===== config.mk =====
export PLATFORM = sky130hd
export DESIGN_NAME = axi_rd_wr_master_flat
export DESIGN_NICKNAME = d
export VERILOG_FILES = /design/src/rtl/axi_rd_wr_master_if.sv /design/src/rtl/axi_rd_wr_master.sv /design/src/flat_wrapper.sv
export SDC_FILE = /design/constraint.sdc
export NUM_CORES = 1
export LEC_CHECK = 0
export CAP_MARGIN = 20
export CORE_AREA = 2 2 179 181
export DETAILED_ROUTE_END_ITERATION = 12
export DIE_AREA = 0 0 181 183
export GPL_TIMING_DRIVEN = 0
export HOLD_SLACK_MARGIN = 0.02
export PLACE_DENSITY = 0.52
export SYNTH_ARGS = -nofsm -noshare
export SYNTH_HDL_FRONTEND = slang
export SYNTH_SLANG_ARGS = --single-unit

===== constraint.sdc =====
create_clock -name aclk -period 1.9 [get_ports aclk]
set_input_delay 0.285 -clock aclk [delete_from_list [all_inputs] [get_ports aclk]]
set_output_delay 0.285 -clock aclk [all_outputs]
set_load 0.05 [all_outputs]

===== src/rtl/axi_rd_wr_master_if.sv =====
// CPU request/response channel plus AXI4 read/write bus bundle.
interface axi_rd_wr_master_if #(
  parameter int ADDR_W = 32,
  parameter int DATA_W = 64,
  parameter int ID_W   = 4
);
  logic              req_valid;
  logic              req_ready;
  logic              req_wen;
  logic [ADDR_W-1:0] req_addr;
  logic [DATA_W-1:0] req_wdata;
  logic [DATA_W/8-1:0] req_wstrb;
  logic [7:0]        req_len;

  logic              rsp_valid;
  logic              rsp_ready;
  logic [DATA_W-1:0] rsp_rdata;
  logic              rsp_last;
  logic              rsp_err;

  logic              arvalid;
  logic              arready;
  logic [ADDR_W-1:0] araddr;
  logic [ID_W-1:0]   arid;
  logic [7:0]        arlen;
  logic [2:0]        arsize;
  logic [1:0]        arburst;
  logic              arlock;
  logic [3:0]        arcache;
  logic [2:0]        arprot;

  logic              rvalid;
  logic              rready;
  logic [DATA_W-1:0] rdata;
  logic [ID_W-1:0]   rid;
  logic [1:0]        rresp;
  logic              rlast;

  logic              awvalid;
  logic              awready;
  logic [ADDR_W-1:0] awaddr;
  logic [ID_W-1:0]   awid;
  logic [7:0]        awlen;
  logic [2:0]        awsize;
  logic [1:0]        awburst;
  logic              awlock;
  logic [3:0]        awcache;
  logic [2:0]        awprot;

  logic              wvalid;
  logic              wready;
  logic [DATA_W-1:0] wdata;
  logic [DATA_W/8-1:0] wstrb;
  logic              wlast;

  logic              bvalid;
  logic              bready;
  logic [ID_W-1:0]   bid;
  logic [1:0]        bresp;

  modport master (
    input  req_valid, req_wen, req_addr,
    input  req_wdata, req_wstrb, req_len,
    output req_ready,
    output rsp_valid, rsp_rdata,
    output rsp_last, rsp_err,
    input  rsp_ready,
    output arvalid, araddr, arid, arlen,
    output arsize, arburst, arlock,
    output arcache, arprot,
    input  arready,
    input  rvalid, rdata, rid, rresp, rlast,
    output rready,
    output awvalid, awaddr, awid, awlen,
    output awsize, awburst, awlock,
    output awcache, awprot,
    input  awready,
    output wvalid, wdata, wstrb, wlast,
    input  wready,
    input  bvalid, bid, bresp,
    output bready
  );

  modport slave (
    output req_valid, req_wen, req_addr,
    output req_wdata, req_wstrb, req_len,
    input  req_ready,
    input  rsp_valid, rsp_rdata,
    input  rsp_last, rsp_err,
    output rsp_ready,
    input  arvalid, araddr, arid, arlen,
    input  arsize, arburst, arlock,
    input  arcache, arprot,
    output arready,
    output rvalid, rdata, rid, rresp, rlast,
    input  rready,
    input  awvalid, awaddr, awid, awlen,
    input  awsize, awburst, awlock,
    input  awcache, awprot,
    output awready,
    input  wvalid, wdata, wstrb, wlast,
    output wready,
    output bvalid, bid, bresp,
    input  bready
  );
endinterface


===== src/rtl/axi_rd_wr_master.sv =====
// Single-outstanding CPU request to AXI4 read burst / single write.
// Optional watchdog: define AXI_MASTER_TIMEOUT_EN.
module axi_rd_wr_master #(
  parameter int ADDR_W = 32,
  parameter int DATA_W = 64,
  parameter int ID_W   = 4,
  parameter int AXI_ID = 0
) (
  input logic aclk,
  input logic aresetn,
  axi_rd_wr_master_if.master bus
);

  localparam logic [ID_W-1:0] L_ID = ID_W'(AXI_ID);
  localparam logic [2:0] L_SIZE = 3'($clog2(DATA_W/8));

  typedef enum logic [2:0] {
    S_IDLE,
    S_AR,
    S_R,
    S_AW_W,
    S_B,
    S_TO
  } state_t;

  state_t r_state, r_state_n;

  logic [ADDR_W-1:0]   r_addr;
  logic [7:0]          r_len;
  logic [DATA_W-1:0]   r_wdata;
  logic [DATA_W/8-1:0] r_wstrb;
  logic                r_aw_done, r_aw_done_n;
  logic                r_w_done, r_w_done_n;
  logic [7:0]          r_beat, r_beat_n;
  logic                w_accept;
  logic                w_to_hit;
  logic                w_hs;

  assign w_hs = (bus.arvalid & bus.arready)
              | (bus.rvalid  & bus.rready)
              | (bus.awvalid & bus.awready)
              | (bus.wvalid  & bus.wready)
              | (bus.bvalid  & bus.bready);

`ifdef AXI_MASTER_TIMEOUT_EN
  logic [15:0] r_to_cnt;
  logic        w_busy;

  assign w_busy = (r_state == S_AR) | (r_state == S_R)
                | (r_state == S_AW_W) | (r_state == S_B);

  always_ff @(posedge aclk or negedge aresetn) begin
    if (!aresetn)
      r_to_cnt <= '0;
    else if (!w_busy || w_hs)
      r_to_cnt <= '0;
    else
      r_to_cnt <= r_to_cnt + 16'd1;
  end

  assign w_to_hit = w_busy & (r_to_cnt == 16'hFFFF);
`else
  assign w_to_hit = 1'b0;
`endif

  always_comb begin
    r_state_n   = r_state;
    r_aw_done_n = r_aw_done;
    r_w_done_n  = r_w_done;
    r_beat_n    = r_beat;
    w_accept    = 1'b0;

    bus.req_ready = 1'b0;
    bus.rsp_valid = 1'b0;
    bus.rsp_rdata = '0;
    bus.rsp_last  = 1'b0;
    bus.rsp_err   = 1'b0;

    bus.arvalid = 1'b0;
    bus.araddr  = r_addr;
    bus.arid    = L_ID;
    bus.arlen   = r_len;
    bus.arsize  = L_SIZE;
    bus.arburst = 2'b01;
    bus.arlock  = 1'b0;
    bus.arcache = 4'd0;
    bus.arprot  = 3'd0;
    bus.rready  = 1'b0;

    bus.awvalid = 1'b0;
    bus.awaddr  = r_addr;
    bus.awid    = L_ID;
    bus.awlen   = 8'd0;
    bus.awsize  = L_SIZE;
    bus.awburst = 2'b01;
    bus.awlock  = 1'b0;
    bus.awcache = 4'd0;
    bus.awprot  = 3'd0;
    bus.wvalid  = 1'b0;
    bus.wdata   = r_wdata;
    bus.wstrb   = r_wstrb;
    bus.wlast   = 1'b1;
    bus.bready  = 1'b0;

    unique case (r_state)
      S_IDLE: begin
        bus.req_ready = aresetn;
        if (bus.req_valid && aresetn) begin
          w_accept    = 1'b1;
          r_aw_done_n = 1'b0;
          r_w_done_n  = 1'b0;
          r_beat_n    = 8'd0;
          r_state_n   = bus.req_wen ? S_AW_W : S_AR;
        end
      end
      S_AR: begin
        bus.arvalid = 1'b1;
        if (bus.arready)
          r_state_n = S_R;
      end
      S_R: begin
        bus.rready    = bus.rsp_ready;
        bus.rsp_valid = bus.rvalid;
        bus.rsp_rdata = bus.rdata;
        bus.rsp_last  = bus.rlast;
        bus.rsp_err   = (bus.rresp != 2'b00)
                      | (bus.rid != L_ID);
        // rlast alone ends the burst, the count is advisory
        if (bus.rvalid && bus.rsp_ready) begin
          r_beat_n = r_beat + 8'd1;
          if (bus.rlast)
            r_state_n = S_IDLE;
        end
      end
      S_AW_W: begin
        bus.awvalid = ~r_aw_done;
        bus.wvalid  = ~r_w_done;
        r_aw_done_n = r_aw_done | bus.awready;
        r_w_done_n  = r_w_done | bus.wready;
        if (r_aw_done_n && r_w_done_n)
          r_state_n = S_B;
      end
      S_B: begin
        bus.bready    = bus.rsp_ready;
        bus.rsp_valid = bus.bvalid;
        bus.rsp_last  = 1'b1;
        bus.rsp_err   = (bus.bresp != 2'b00)
                      | (bus.bid != L_ID);
        if (bus.bvalid && bus.rsp_ready)
          r_state_n = S_IDLE;
      end
      S_TO: begin
        bus.rsp_valid = 1'b1;
        bus.rsp_last  = 1'b1;
        bus.rsp_err   = 1'b1;
        if (bus.rsp_ready)
          r_state_n = S_IDLE;
      end
      default: r_state_n = S_IDLE;
    endcase

    // watchdog expiry abandons the bus so no late handshake slips in
    if (w_to_hit) begin
      bus.arvalid   = 1'b0;
      bus.rready    = 1'b0;
      bus.awvalid   = 1'b0;
      bus.wvalid    = 1'b0;
      bus.bready    = 1'b0;
      bus.rsp_valid = 1'b0;
      bus.rsp_rdata = '0;
      bus.rsp_last  = 1'b0;
      bus.rsp_err   = 1'b0;
      r_state_n     = S_TO;
    end
  end

  always_ff @(posedge aclk or negedge aresetn) begin
    if (!aresetn) begin
      r_state   <= S_IDLE;
      r_aw_done <= 1'b0;
      r_w_done  <= 1'b0;
      r_beat    <= 8'd0;
    end else begin
      r_state   <= r_state_n;
      r_aw_done <= r_aw_done_n;
      r_w_done  <= r_w_done_n;
      r_beat    <= r_beat_n;
    end
  end

  always_ff @(posedge aclk or negedge aresetn) begin
    if (!aresetn) begin
      r_addr  <= '0;
      r_len   <= 8'd0;
      r_wdata <= '0;
      r_wstrb <= '0;
    end else if (w_accept) begin
      r_addr  <= bus.req_addr;
      r_len   <= bus.req_wen ? 8'd0 : bus.req_len;
      r_wdata <= bus.req_wdata;
      r_wstrb <= bus.req_wstrb;
    end
  end

endmodule


===== src/flat_wrapper.sv =====
// flat-port wrapper written by rule: the top's interface ports become plain ports
module axi_rd_wr_master_flat 
#(
  parameter int ADDR_W = 32,
  parameter int DATA_W = 64,
  parameter int ID_W   = 4,
  parameter int AXI_ID = 0
)
  (aclk, aresetn, bus_req_valid, bus_req_wen, bus_req_addr, bus_req_wdata, bus_req_wstrb, bus_req_len, bus_req_ready, bus_rsp_valid, bus_rsp_rdata, bus_rsp_last, bus_rsp_err, bus_rsp_ready, bus_arvalid, bus_araddr, bus_arid, bus_arlen, bus_arsize, bus_arburst, bus_arlock, bus_arcache, bus_arprot, bus_arready, bus_rvalid, bus_rdata, bus_rid, bus_rresp, bus_rlast, bus_rready, bus_awvalid, bus_awaddr, bus_awid, bus_awlen, bus_awsize, bus_awburst, bus_awlock, bus_awcache, bus_awprot, bus_awready, bus_wvalid, bus_wdata, bus_wstrb, bus_wlast, bus_wready, bus_bvalid, bus_bid, bus_bresp, bus_bready);
  axi_rd_wr_master_if #(.ADDR_W(ADDR_W), .DATA_W(DATA_W), .ID_W(ID_W)) bus_i ();
  input logic aclk;
  input logic aresetn;
  input wire logic [$bits(bus_i.req_valid)-1:0] bus_req_valid;
  input wire logic [$bits(bus_i.req_wen)-1:0] bus_req_wen;
  input wire logic [$bits(bus_i.req_addr)-1:0] bus_req_addr;
  input wire logic [$bits(bus_i.req_wdata)-1:0] bus_req_wdata;
  input wire logic [$bits(bus_i.req_wstrb)-1:0] bus_req_wstrb;
  input wire logic [$bits(bus_i.req_len)-1:0] bus_req_len;
  output wire logic [$bits(bus_i.req_ready)-1:0] bus_req_ready;
  output wire logic [$bits(bus_i.rsp_valid)-1:0] bus_rsp_valid;
  output wire logic [$bits(bus_i.rsp_rdata)-1:0] bus_rsp_rdata;
  output wire logic [$bits(bus_i.rsp_last)-1:0] bus_rsp_last;
  output wire logic [$bits(bus_i.rsp_err)-1:0] bus_rsp_err;
  input wire logic [$bits(bus_i.rsp_ready)-1:0] bus_rsp_ready;
  output wire logic [$bits(bus_i.arvalid)-1:0] bus_arvalid;
  output wire logic [$bits(bus_i.araddr)-1:0] bus_araddr;
  output wire logic [$bits(bus_i.arid)-1:0] bus_arid;
  output wire logic [$bits(bus_i.arlen)-1:0] bus_arlen;
  output wire logic [$bits(bus_i.arsize)-1:0] bus_arsize;
  output wire logic [$bits(bus_i.arburst)-1:0] bus_arburst;
  output wire logic [$bits(bus_i.arlock)-1:0] bus_arlock;
  output wire logic [$bits(bus_i.arcache)-1:0] bus_arcache;
  output wire logic [$bits(bus_i.arprot)-1:0] bus_arprot;
  input wire logic [$bits(bus_i.arready)-1:0] bus_arready;
  input wire logic [$bits(bus_i.rvalid)-1:0] bus_rvalid;
  input wire logic [$bits(bus_i.rdata)-1:0] bus_rdata;
  input wire logic [$bits(bus_i.rid)-1:0] bus_rid;
  input wire logic [$bits(bus_i.rresp)-1:0] bus_rresp;
  input wire logic [$bits(bus_i.rlast)-1:0] bus_rlast;
  output wire logic [$bits(bus_i.rready)-1:0] bus_rready;
  output wire logic [$bits(bus_i.awvalid)-1:0] bus_awvalid;
  output wire logic [$bits(bus_i.awaddr)-1:0] bus_awaddr;
  output wire logic [$bits(bus_i.awid)-1:0] bus_awid;
  output wire logic [$bits(bus_i.awlen)-1:0] bus_awlen;
  output wire logic [$bits(bus_i.awsize)-1:0] bus_awsize;
  output wire logic [$bits(bus_i.awburst)-1:0] bus_awburst;
  output wire logic [$bits(bus_i.awlock)-1:0] bus_awlock;
  output wire logic [$bits(bus_i.awcache)-1:0] bus_awcache;
  output wire logic [$bits(bus_i.awprot)-1:0] bus_awprot;
  input wire logic [$bits(bus_i.awready)-1:0] bus_awready;
  output wire logic [$bits(bus_i.wvalid)-1:0] bus_wvalid;
  output wire logic [$bits(bus_i.wdata)-1:0] bus_wdata;
  output wire logic [$bits(bus_i.wstrb)-1:0] bus_wstrb;
  output wire logic [$bits(bus_i.wlast)-1:0] bus_wlast;
  input wire logic [$bits(bus_i.wready)-1:0] bus_wready;
  input wire logic [$bits(bus_i.bvalid)-1:0] bus_bvalid;
  input wire logic [$bits(bus_i.bid)-1:0] bus_bid;
  input wire logic [$bits(bus_i.bresp)-1:0] bus_bresp;
  output wire logic [$bits(bus_i.bready)-1:0] bus_bready;
  assign bus_i.req_valid = bus_req_valid;
  assign bus_i.req_wen = bus_req_wen;
  assign bus_i.req_addr = bus_req_addr;
  assign bus_i.req_wdata = bus_req_wdata;
  assign bus_i.req_wstrb = bus_req_wstrb;
  assign bus_i.req_len = bus_req_len;
  assign bus_req_ready = bus_i.req_ready;
  assign bus_rsp_valid = bus_i.rsp_valid;
  assign bus_rsp_rdata = bus_i.rsp_rdata;
  assign bus_rsp_last = bus_i.rsp_last;
  assign bus_rsp_err = bus_i.rsp_err;
  assign bus_i.rsp_ready = bus_rsp_ready;
  assign bus_arvalid = bus_i.arvalid;
  assign bus_araddr = bus_i.araddr;
  assign bus_arid = bus_i.arid;
  assign bus_arlen = bus_i.arlen;
  assign bus_arsize = bus_i.arsize;
  assign bus_arburst = bus_i.arburst;
  assign bus_arlock = bus_i.arlock;
  assign bus_arcache = bus_i.arcache;
  assign bus_arprot = bus_i.arprot;
  assign bus_i.arready = bus_arready;
  assign bus_i.rvalid = bus_rvalid;
  assign bus_i.rdata = bus_rdata;
  assign bus_i.rid = bus_rid;
  assign bus_i.rresp = bus_rresp;
  assign bus_i.rlast = bus_rlast;
  assign bus_rready = bus_i.rready;
  assign bus_awvalid = bus_i.awvalid;
  assign bus_awaddr = bus_i.awaddr;
  assign bus_awid = bus_i.awid;
  assign bus_awlen = bus_i.awlen;
  assign bus_awsize = bus_i.awsize;
  assign bus_awburst = bus_i.awburst;
  assign bus_awlock = bus_i.awlock;
  assign bus_awcache = bus_i.awcache;
  assign bus_awprot = bus_i.awprot;
  assign bus_i.awready = bus_awready;
  assign bus_wvalid = bus_i.wvalid;
  assign bus_wdata = bus_i.wdata;
  assign bus_wstrb = bus_i.wstrb;
  assign bus_wlast = bus_i.wlast;
  assign bus_i.wready = bus_wready;
  assign bus_i.bvalid = bus_bvalid;
  assign bus_i.bid = bus_bid;
  assign bus_i.bresp = bus_bresp;
  assign bus_bready = bus_i.bready;
  axi_rd_wr_master #(.ADDR_W(ADDR_W), .DATA_W(DATA_W), .ID_W(ID_W), .AXI_ID(AXI_ID)) u_core (.aclk(aclk), .aresetn(aresetn), .bus(bus_i));
endmodule

# Yosys cells after proc, flatten, opt, wreduce, memory -nomap -nowiden
# Index checks and enable logic that the tools add are counted.
# Widths: inputs -> output; s select.
# word_totals
regBits,117
latchBits,0
ramBits,0
rom_bits,0
inputBits,199
elab_cells,63
mem_count,0
# op_classes
add_sub_neg,0
n_mul,0
div_mod_pow,0
order_cmp,0
n_eq_ne,12
shifts,0
n_mux,25
bitwise_logic,6
n_reduce_logical,13
# op_table
operator,count
$mux 64,1
$mux 3,7
$pmux 3 s6,1
$mux 1,9
$mux 8,1
$ne 2x1->1 const B,4
$reduce_bool 4->1,2
$reduce_and 7->1,1
$eq 3x2->1 const B,2
$eq 3x3->1 const B,2
$ne 2x2->1 const B,3
$pmux 1 s2,3
$pmux 1 s3,2
$reduce_bool 2->1,3
$logic_and 1x1->1,4
$or 1x1->1,4
$eq 3x1->1 const B,1
$logic_not 3->1,1
$mux 2,1
$not 1->1,2
$reduce_and 2->1,1
$reduce_or 2->1,1

# Depth between registers and ports, before layout
# Gate-level depths: netlist of run 1.
# depth
ltp_word,4
ltp_mapped,7

# Worst setup path after synthesis of run 1
# Ideal clock, no wire load.
# synth_timing
path_type,reg2out
start,register u_core.r_state[0]
end,output bus_rsp_err
arrival_ps,1902
path_slack_ps,-287
path_stages_with_launch,4
path_buffers,1
cell_sequence,dfrtp_1 > clkbuf_1 > nor4_1 > o21ai_0
# synth_between
elab_chain_len,2
# synth_rtl
element,line_no,source
"start, declared",axi_rd_wr_master.sv:26,"state_t r_state, r_state_n;"
"start signal, assigned",axi_rd_wr_master.sv:184,r_state <= r_state_n;
$eq 3x3->1 or $eq 3x2->1 (tied branches),axi_rd_wr_master.sv:105,unique case (r_state)
$pmux 1 s3 *,axi_rd_wr_master.sv:105,
"end, declared",flat_wrapper.sv:23,output wire logic [$bits(bus_i.rsp_err)-1:0] bus_rsp_err;
# Mark *: on every way between the ends. The rest lies on a longest branch, timed or not.

# Worst setup path in the final report of run 1
# layout_timing
start,register u_core.r_state[2]
end,output bus_rsp_rdata[50]
# layout_between
elab_chain_len,2
# layout_rtl
element,line_no,source
$eq 3x2->1,axi_rd_wr_master.sv:105,
$mux 64,axi_rd_wr_master.sv:105,
"end, declared",flat_wrapper.sv:21,output wire logic [$bits(bus_i.rsp_rdata)-1:0] bus_rsp_rdata;
# Every way passes these cells.

==> results of run 1 <==
==> metrics by stage <==
stage               instances   TNS, ps  hold WS, ps  power [mW]  area (µm²)
finish                   1577    -10580          400        23.3       12000
global route             1577    -27000          374        24.5       12000
CTS                      1573    -28910          374        23.2       11700
detailed placement       1526   -110630          270        18.9       10500
global placement         1525  -1176890          458        18.8       10400
floorplan                 708      -899        -10.6        13.7        5790
==> metal layers <==
layer | share of wire [%] | vias to the layer above
met4 | 1.4 | 4
li1 | - | 2913
met3 | 7.8 | 22
met2 | 47 | 249
met5 | 0.12 | -
met1 | 43 | 2642
==> sequential cells by signal, indices dropped and copies added, names as in the netlist <==
signal             count
u_core.bus.wdata      64
u_core.bus.araddr     32
u_core.bus.arlen       8
u_core.bus.wstrb       8
u_core.r_state         3
u_core.r_aw_done       1
u_core.r_w_done        1
==> cell type report <==
cell class / count / area, µm² / share of cell area, %
Tap cell: 402 / 503 / 4.19
Buffer: 106 / 830 / 6.90
Clock inverter: 13 / 198 / 1.64
Multi-Input combinational cell: 483 / 2290 / 19.1
Sequential cell: 117 / 2930 / 24.4
Timing Repair Buffer: 437 / 4820 / 40.1
Clock buffer: 19 / 443 / 3.69
==> synth_stat cells, drive strengths merged <==
| library cell | number | area [µm²] |
|---|---|---|
| nor3b | 2 | 26.3 |
| nor4 | 1 | 6.26 |
| nor2 | 6 | 22.5 |
| nor4b | 1 | 23.8 |
| and2 | 67 | 419 |
| dfrtp | 117 | 2930 |
| buf | 97 | 701 |
| o31ai | 1 | 7.51 |
| a22oi | 1 | 7.51 |
| nand4bb | 1 | 11.3 |
| or4 | 2 | 15.0 |
| nand2 | 325 | 1220 |
| clkbuf | 11 | 43.8 |
| a21oi | 2 | 10.0 |
| nand2b | 10 | 62.6 |
| nand3b | 1 | 7.51 |
| o211ai | 1 | 7.51 |
| nand3 | 2 | 10.0 |
| a21o | 1 | 7.51 |
| and3b | 1 | 8.76 |
| conb | 2 | 7.51 |
| o22ai | 1 | 6.26 |
| o21ai | 14 | 70.1 |
==> worst max-delay path by stage <==
| stage | from | endpoint | depth (start not counted) |
|---|---|---|---|
| 6_report | u_core.r_state[2] | bus_rsp_rdata[50] | 6 |
| 3_5_place_dp | u_core.r_state[2] | bus_rsp_rdata[39] | 5 |
| 5_1_grt | u_core.r_state[2] | bus_rsp_rdata[28] | 6 |
| 4_1_cts | u_core.r_state[0] | bus_rsp_rdata[48] | 6 |
| 3_3_place_gp | aresetn | bus_req_ready | 3 |
| 2_1_floorplan | u_core.r_state[2] | u_core.bus.araddr[0] | 6 |
==> cell families after synthesis <==
group	Yosys count	share of synthesized area (%)
buf+inv	108	13.2
compound gates	21	2.07
flops	117	52.0
other cells	2	0.133
simple gates	419	32.6
==> report_power, final <==
part           internal [mW]  switching [mW]  total (mW)  leakage, nW
registers               3.64           0.692        4.33         1.47
clock network           2.26            1.32        3.58        0.314
logic                   5.46            9.96        15.4         4.84
==> worst max-delay path: cells and delay by family (launching register included) <==
family,cells,cell delay [ps]
DFF,1,440
and+or+nand+nor,2,340
buffers and inverters,4,570
==> what timing repair did <==
item / in CTS / in global routing
cloned: 5 / 0
hold endpoints to repair: 48 / 69
buffers inserted: 5 / 7
hold buffers: 5 / 1
pin swaps: 27 / 11
gates resized for setup: 696 / 124
endpoints found under the setup margin: 257 / 239
==> flow_summary.json, run 1 <==
{
  "io_pins": 459,
  "worstHoldPathCells": 3,
  "synth_seq_cells": 117,
  "hold_class": "input port to register",
  "worst_slack_ps": -151,
  "drive_above_1_share_pct": 25.4,
  "ys_seq_area_share_pct": 52.0,
  "clk_path_buf_depth": 2,
  "post_drt_wl_per_cell_um": 15.2,
  "finalHoldViolCount": 0,
  "cts_sinks": 117,
  "syn_inst": 667,
  "area_growth_pct": 113,
  "mostFrequentLayoutCell": "nand2_1",
  "nets": 1361,
  "grt_pass1_wl_um": 35400,
  "critical_path_class": "register to output pin",
  "ant_nets": 0,
  "final.setup_skew_ps": 8.70,
  "holdPathEnd": "u_core.bus.wstrb[6]",
  "critical_path_arrival_ps": 1770,
  "path_max_fanout": 10,
  "port_buffers": 415,
  "drcViolationCount": 0,
  "grt_max_degree": 49,
  "grt.overflow.total": 0,
  "r2r_slack_ps": 110,
  "vias": 5830,
  "die_x_um": 181,
  "min_from": "bus_req_wstrb[6]",
  "antenna_found_initial": 3,
  "met2_usage_pct": 23.0,
  "slowest_stage": "dfrtp_2",
  "cp.required_ps": 1620,
  "fmax_mhz": 488,
  "synth.distinct_cells": 27,
  "timing.final.crit_share_pct": 108,
  "die_height_um": 183,
  "rr_startpoint": "u_core.r_state[0]",
  "grt_use_total_pct": 14.2,
  "clk_pin_slew_worst_paths_ps": 60,
  "finalWirelength_um": 24000,
  "final_cell_mix": "324 x nand2_1, 208 x clkdlybuf4s50_1, 114 x dfrtp_1, 86 x buf_4, 81 x dlygate4sd2_1",
  "maxSlewViolCount": 0,
  "final_util_pct": 38.5,
  "period_needed_ps": 2050,
  "violations": "negative setup slack",
  "start_util_pct": 18.0,
  "slowest_delay_ps": 440,
  "ctsHtreeMaxLevel": 4,
  "rsz0062_at_grt": "yes",
  "avgSynthCellArea_um2": 8.44,
  "dr.first_iter.drc_count": 220,
  "worst_pin_slew_ps": 582,
  "met1_usage_pct": 18.0,
  "tritoncts": "yes",
  "synth_area_um2": 5630,
  "startpoint_type": "register",
  "coreArea_um2": 31200,
  "run_status": "finished with violations",
  "clock-root-buffer": "clkbuf_16",
  "setup_viol": 170,
  "place_ws_ps": -889,
  "power.leakage_nw": 6.63,
  "filler_cell_count": 3190,
  "ys_warn_count": 0,
  "routabilityCongestion": 0.817,
  "first_global_vias": 5683,
  "rows": 65,
  "r2r_cells": 8,
  "clock_latency_ps": 410,
  "powerDensity_nw_per_um2": 1940,
  "worstPathCellList": "nor3b_4 -> buf_6 -> buf_8 -> buf_8 -> and2_1 -> buf_6",
  "antenna_cells": 0,
  "timing.slew.headroom_pct": 61.4,
  "vias_per_cell": 3.70,
  "ir_drop_uv": 739,
  "cts_buffers": 17,
  "dp_hpwl_um": 18100,
  "r2r_end": "u_core.bus.wdata[2]",
  "cp-end-kind": "output pin",
  "die-area_um2": 33100,
  "grt-busiest-layer": "met2",
  "use_met3_pct": 4.65,
  "cap_violations": 0,
  "firstDrtPassIters": 6
}
(Power assumes the default switching activity.)
==> run 2, diff against run 1 <==
--- a/config.mk
+++ b/config.mk
@@ -7,11 +7,13 @@
 export LEC_CHECK = 0
 export CAP_MARGIN = 20
 export CORE_AREA = 2 2 179 181
+export CTS_CLUSTER_DIAMETER = 80
 export DETAILED_ROUTE_END_ITERATION = 12
 export DIE_AREA = 0 0 181 183
 export GPL_TIMING_DRIVEN = 0
 export HOLD_SLACK_MARGIN = 0.02
 export PLACE_DENSITY = 0.52
+export SKIP_LAST_GASP = 1
 export SYNTH_ARGS = -nofsm -noshare
 export SYNTH_HDL_FRONTEND = slang
 export SYNTH_SLANG_ARGS = --single-unit
==> flow_summary.json, run 2 (synthesized netlist as in run 1, its figures left out) <==
{
  "start_util_pct": 18.0,
  "drive_above_1_share_pct": 25.2,
  "timing.final.crit_share_pct": 108,
  "r2r_cells": 8,
  "run_status": "finished with violations",
  "grt_max_degree": 49,
  "nets": 1361,
  "die-area_um2": 33100,
  "violations": "negative setup slack",
  "p_clk_share_pct": 15.4,
  "fmax_mhz": 486,
  "cp-startpoint": "u_core.r_state[2]",
  "powerDensity_nw_per_um2": 1940,
  "die_x_um": 181,
  "dp_hpwl_um": 18100,
  "final_util_pct": 38.4,
  "maxSlewViolCount": 0,
  "vias": 5828,
  "sw_frac_of_total_pct": 51.4,
  "port_buffers": 415,
  "largest_reg_flops": 64,
  "io_pins": 459,
  "antenna_cells": 0,
  "grt.overflow.total": 0,
  "cts_buffers": 17,
  "first_global_vias": 5663,
  "r2r_end": "u_core.bus.wdata[2]",
  "worstHoldPathCells": 3,
  "power_frac_seq_pct": 18.6,
  "clk_pin_slew_worst_paths_ps": 60,
  "clock_latency_ps": 410,
  "cap_violations": 0,
  "power.leakage_nw": 6.62,
  "placed_cell_area_um2": 10500,
  "antenna_found_initial": 2,
  "combPwrFrac_pct": 66.0,
  "clock-root-buffer": "clkbuf_16",
  "hold_class": "input port to register",
  "r2r_slack_ps": 110,
  "worst_slack_ps": -157,
  "min_from": "bus_req_wdata[31]",
  "period_needed_ps": 2060,
  "tritoncts": "yes",
  "ant_nets": 0,
  "final_cell_mix": "324 x nand2_1, 208 x clkdlybuf4s50_1, 114 x dfrtp_1, 85 x buf_4, 81 x dlygate4sd2_1",
  "routabilityCongestion": 0.817,
  "clk_path_buf_depth": 2,
  "grt_pass1_wl_um": 35300,
  "vias_per_cell": 3.70,
  "p_int_mw": 11.3,
  "grt_use_total_pct": 14.1,
  "fin_area_um2": 12000,
  "drcViolationCount": 0,
  "power.total_mw": 23.3,
  "critical_path_arrival_ps": 1770,
  "path_max_fanout": 10,
  "filler_cell_count": 3192,
  "rsz0062_at_grt": "yes",
  "firstDrtPassIters": 6,
  "switchingPower_mw": 12.0,
  "mostFrequentLayoutCell": "nand2_1",
  "dr.first_iter.drc_count": 222,
  "area_growth_pct": 113,
  "holdPathEnd": "u_core.bus.wdata[31]",
  "critical_path_class": "register to output pin",
  "post_drt_wl_per_cell_um": 15.2,
  "finalHoldViolCount": 0,
  "ctsHtreeMaxLevel": 4,
  "ir_drop_uv": 716,
  "cp-end-kind": "output pin",
  "finalWirelength_um": 24000,
  "worst_pin_slew_ps": 582,
  "timing.slew.headroom_pct": 61.4,
  "startpoint_type": "register",
  "cts_sinks": 117,
  "cp.required_ps": 1620,
  "coreArea_um2": 31200,
  "rr_startpoint": "u_core.r_state[0]",
  "rows": 65,
  "final.setup_skew_ps": 7.49,
  "setup_viol": 171,
  "die_height_um": 183
}
-- run 2: final cells by class --
type	instances	area, µm²	share of cell area [%]
Clock buffer	19	443	3.69
Buffer	106	830	6.91
Timing Repair Buffer	437	4810	40.1
Clock inverter	13	198	1.65
Tap cell	402	503	4.19
Sequential cell	117	2930	24.4
Multi-Input combinational cell	483	2280	19.0
-- run 2: worst max-delay path, stage by stage, from the launching register on --
cell and delay (ps):
dfrtp_2 440, nor3b_4 200, buf_6 160, buf_8 130
buf_8 120, and2_1 140, buf_6 170
-- run 2: timing repair --
item	4_1_cts	5_1_grt
buffers inserted	5	7
endpoints found under the hold margin	48	69
pin swaps	27	10
gates cloned	5	0
hold buffers	5	1
gates resized for setup	687	126
endpoints found under the setup margin	257	239
-- run 2: through the flow --
step	TNS (ps)	hold slack, ps	instances	worst slack (ps)
after floorplan	-899	-10.6	708	-9.37
after global placement	-1176890	458	1525	-5230
after detailed placement	-110630	270	1526	-889
after CTS	-28980	374	1573	-279
after global routing	-27130	374	1577	-238
final	-11290	398	1577	-157
-- run 2: power groups by stage --
stage	clock network, mW	registers, mW	logic, mW
4_1_cts	3.71	4.38	15.1
2_1_floorplan	0	8.15	5.57
3_3_place_gp	0	4.38	14.4
6_report	3.58	4.33	15.4
3_5_place_dp	0	4.41	14.5
5_1_grt	3.83	4.50	16.1
-- run 2: per-layer routing --
layer	track usage, %	share of wire [%]	up-vias
met5	0	0.054	-
met4	3.93	1.5	2
met3	4.41	7.7	23
met1	18.1	44	2643
met2	23.0	47	247
li1	-	-	2913
-- run 2: worst max-delay path by stage --
| stage | endpoint | slack [ps] | cells past startpoint |
|---|---|---|---|
| final | bus_rsp_rdata[39] | -160 | 6 |
| after global routing | bus_rsp_rdata[39] | -240 | 6 |
| after CTS | bus_rsp_rdata[48] | -280 | 6 |
| after detailed placement | bus_rsp_rdata[39] | -890 | 5 |
| after global placement | bus_req_ready | -5230 | 3 |
| after floorplan | u_core.bus.araddr[0] | -9 | 6 |
==> run 3, diff against run 2 <==
--- a/config.mk
+++ b/config.mk
@@ -6,13 +6,16 @@
 export NUM_CORES = 1
 export LEC_CHECK = 0
 export CAP_MARGIN = 20
-export CORE_AREA = 2 2 179 181
+export CELL_PAD_IN_SITES_DETAIL_PLACEMENT = 1
+export CELL_PAD_IN_SITES_GLOBAL_PLACEMENT = 1
+export CORE_AREA = 2 2 178 180
 export CTS_CLUSTER_DIAMETER = 80
 export DETAILED_ROUTE_END_ITERATION = 12
-export DIE_AREA = 0 0 181 183
+export DIE_AREA = 0 0 180 182
 export GPL_TIMING_DRIVEN = 0
 export HOLD_SLACK_MARGIN = 0.02
-export PLACE_DENSITY = 0.52
+export PLACE_DENSITY = 0.72
+export SETUP_SLACK_MARGIN = 0.3
 export SKIP_LAST_GASP = 1
 export SYNTH_ARGS = -nofsm -noshare
 export SYNTH_HDL_FRONTEND = slang
==> flow_summary.json, run 3 (synthesized netlist as in run 1, its figures left out) <==
{
  "run_status": "finished with violations",
  "violations": "negative hold slack, negative setup slack",
  "dr.first_iter.drc_count": 239,
  "ctsHtreeMaxLevel": 4,
  "startpoint_type": "register",
  "start_util_pct": 18.2,
  "power_frac_seq_pct": 18.2,
  "rows": 65,
  "vias_per_cell": 3.88,
  "finalHoldViolCount": 53,
  "timing.slew.headroom_pct": 61.9,
  "grt_max_degree": 65,
  "antenna_found_initial": 4,
  "cp-end-kind": "output pin",
  "drive_above_1_share_pct": 37.4,
  "firstDrtPassIters": 4,
  "ir_drop_uv": 699,
  "port_buffers": 415,
  "period_needed_ps": 2180,
  "hold_slack_ps": -163,
  "rr_startpoint": "u_core.r_state[2]",
  "filler_cell_count": 3543,
  "worst_pin_slew_ps": 571,
  "clock-root-buffer": "clkbuf_16",
  "crit_buf_inv": 5,
  "crit_family": "buffers and inverters",
  "first_global_vias": 6445,
  "r2r_slack_ps": -150,
  "worstPathCellList": "nor3b_4 -> buf_4 -> buf_6 -> buf_6 -> buf_8 -> and2_4 -> buf_8",
  "p_clk_share_pct": 13.9,
  "final_cell_mix": "311 x nand2_1, 196 x clkdlybuf4s50_1, 114 x dfrtp_1, 98 x buf_4, 84 x clkdlybuf4s15_2",
  "sw_frac_of_total_pct": 51.1,
  "grt_use_total_pct": 16.1,
  "vias": 6261,
  "finalWirelength_um": 28600,
  "worst_slack_ps": -282,
  "critical_path_arrival_ps": 1900,
  "area_growth_pct": 127,
  "die_x_um": 180,
  "cap_violations": 0,
  "slowest_stage": "dfrtp_2",
  "power.total_mw": 24.4,
  "clock_latency_ps": 410,
  "setup_viol": 168,
  "fmax_mhz": 458,
  "die_height_um": 182,
  "critical_path_class": "register to output pin",
  "rsz0062_at_grt": "yes",
  "powerDensity_nw_per_um2": 1910,
  "multiInputGateArea_um2": 2350,
  "final_util_pct": 41.2,
  "switchingPower_mw": 12.5,
  "mostFrequentLayoutCell": "nand2_1",
  "timing.final.crit_share_pct": 115,
  "p_int_mw": 11.9,
  "grt.overflow.total": 0,
  "routabilityCongestion": 0.867,
  "ant_nets": 0,
  "r2r_cells": 10,
  "r2r_end": "u_core.bus.wdata[3]",
  "largest_reg_flops": 64,
  "final.setup_skew_ps": 9.63,
  "nets": 1395,
  "hold_class": "input port to async pin",
  "cts_buffers": 17,
  "post_drt_wl_per_cell_um": 17.7,
  "maxSlewViolCount": 0,
  "cts_sinks": 117,
  "grt_pass1_wl_um": 40200,
  "clk_pin_slew_worst_paths_ps": 60,
  "clk_path_buf_depth": 2,
  "drcViolationCount": 0,
  "slowest_delay_ps": 430,
  "cp.required_ps": 1620,
  "power.leakage_nw": 6.19,
  "dp_hpwl_um": 20600,
  "path_max_fanout": 5,
  "die-area_um2": 32800,
  "tritoncts": "yes",
  "combPwrFrac_pct": 67.9,
  "io_pins": 459,
  "coreArea_um2": 31000,
  "regArea_um2": 2930
}
-- run 3: worst max-delay path by stage --
stage                            from                    to  slack [ps]  cells after the start
finish              u_core.r_state[2]     bus_rsp_rdata[22]        -280                      7
global route        u_core.r_state[2]           bus_rsp_err        -350                      7
CTS                 u_core.r_state[0]     bus_rsp_rdata[43]        -350                      5
detailed placement  u_core.r_state[0]     bus_rsp_rdata[52]        -680                      5
global placement              aresetn         bus_req_ready       -5220                      3
floorplan           u_core.r_state[1]  u_core.bus.wdata[10]          -8                      6
-- run 3: power by group through the flow --
stage	registers, mW	logic (mW)	clock network, mW
global placement	4.44	14.8	0
global route	4.61	17.3	3.63
finish	4.44	16.6	3.40
floorplan	8.16	5.93	0
CTS	4.46	15.2	3.51
detailed placement	4.52	14.9	0
-- run 3: per-stage QoR --
stage                     worst slack (ps)  area, µm²  hold slack [ps]  std cells  TNS (ps)
after floorplan                      -7.59       6030            -10.6        708      -636
after global placement               -5220      10700              450       1525  -1155910
after detailed placement              -682      10700              292       1526    -48500
after CTS                             -353      11800             -167       1587    -19110
after global routing                  -355      12700             -145       1612    -32580
final                                 -282      12800             -163       1613    -20210
-- run 3: routing by layer --
layer,vias to the layer above,global-route usage (%),wire (µm)
li1,2989,-,-
met1,2996,19.3,11400
met2,244,27.4,14800
met3,30,5.03,1840
met4,2,5.43,546
met5,-,0,13
-- run 3: area by class of cell --
type                       instances  share of cell area [%]
timing repair buffer             469                    41.6
sequential                       117                    23.0
multi-input combinational        483                    18.4
buffer                           108                    8.20
tap                              402                    3.94
clock buffer                      19                    3.47
clock inverter                    13                    1.35
antenna                            2                  0.0392
-- run 3: worst register-to-register path: stages (launching register included) --
cell	delay, ps
dfrtp_2	430
buf_4	150
buf_4	140
nor4b_4	390
and2_4	260
buf_12	140
buf_12	150
buf_12	110
buf_16	100
nand2_1	60
nand2_1	60
-- run 3: timing repair --
action | CTS | global route
resized for setup | 921 | 182
pin swaps | 11 | 24
setup endpoints to repair | 294 | 248
gates cloned | 5 | 10
hold endpoints to repair | 53 | 53
setup buffers | 24 | 14
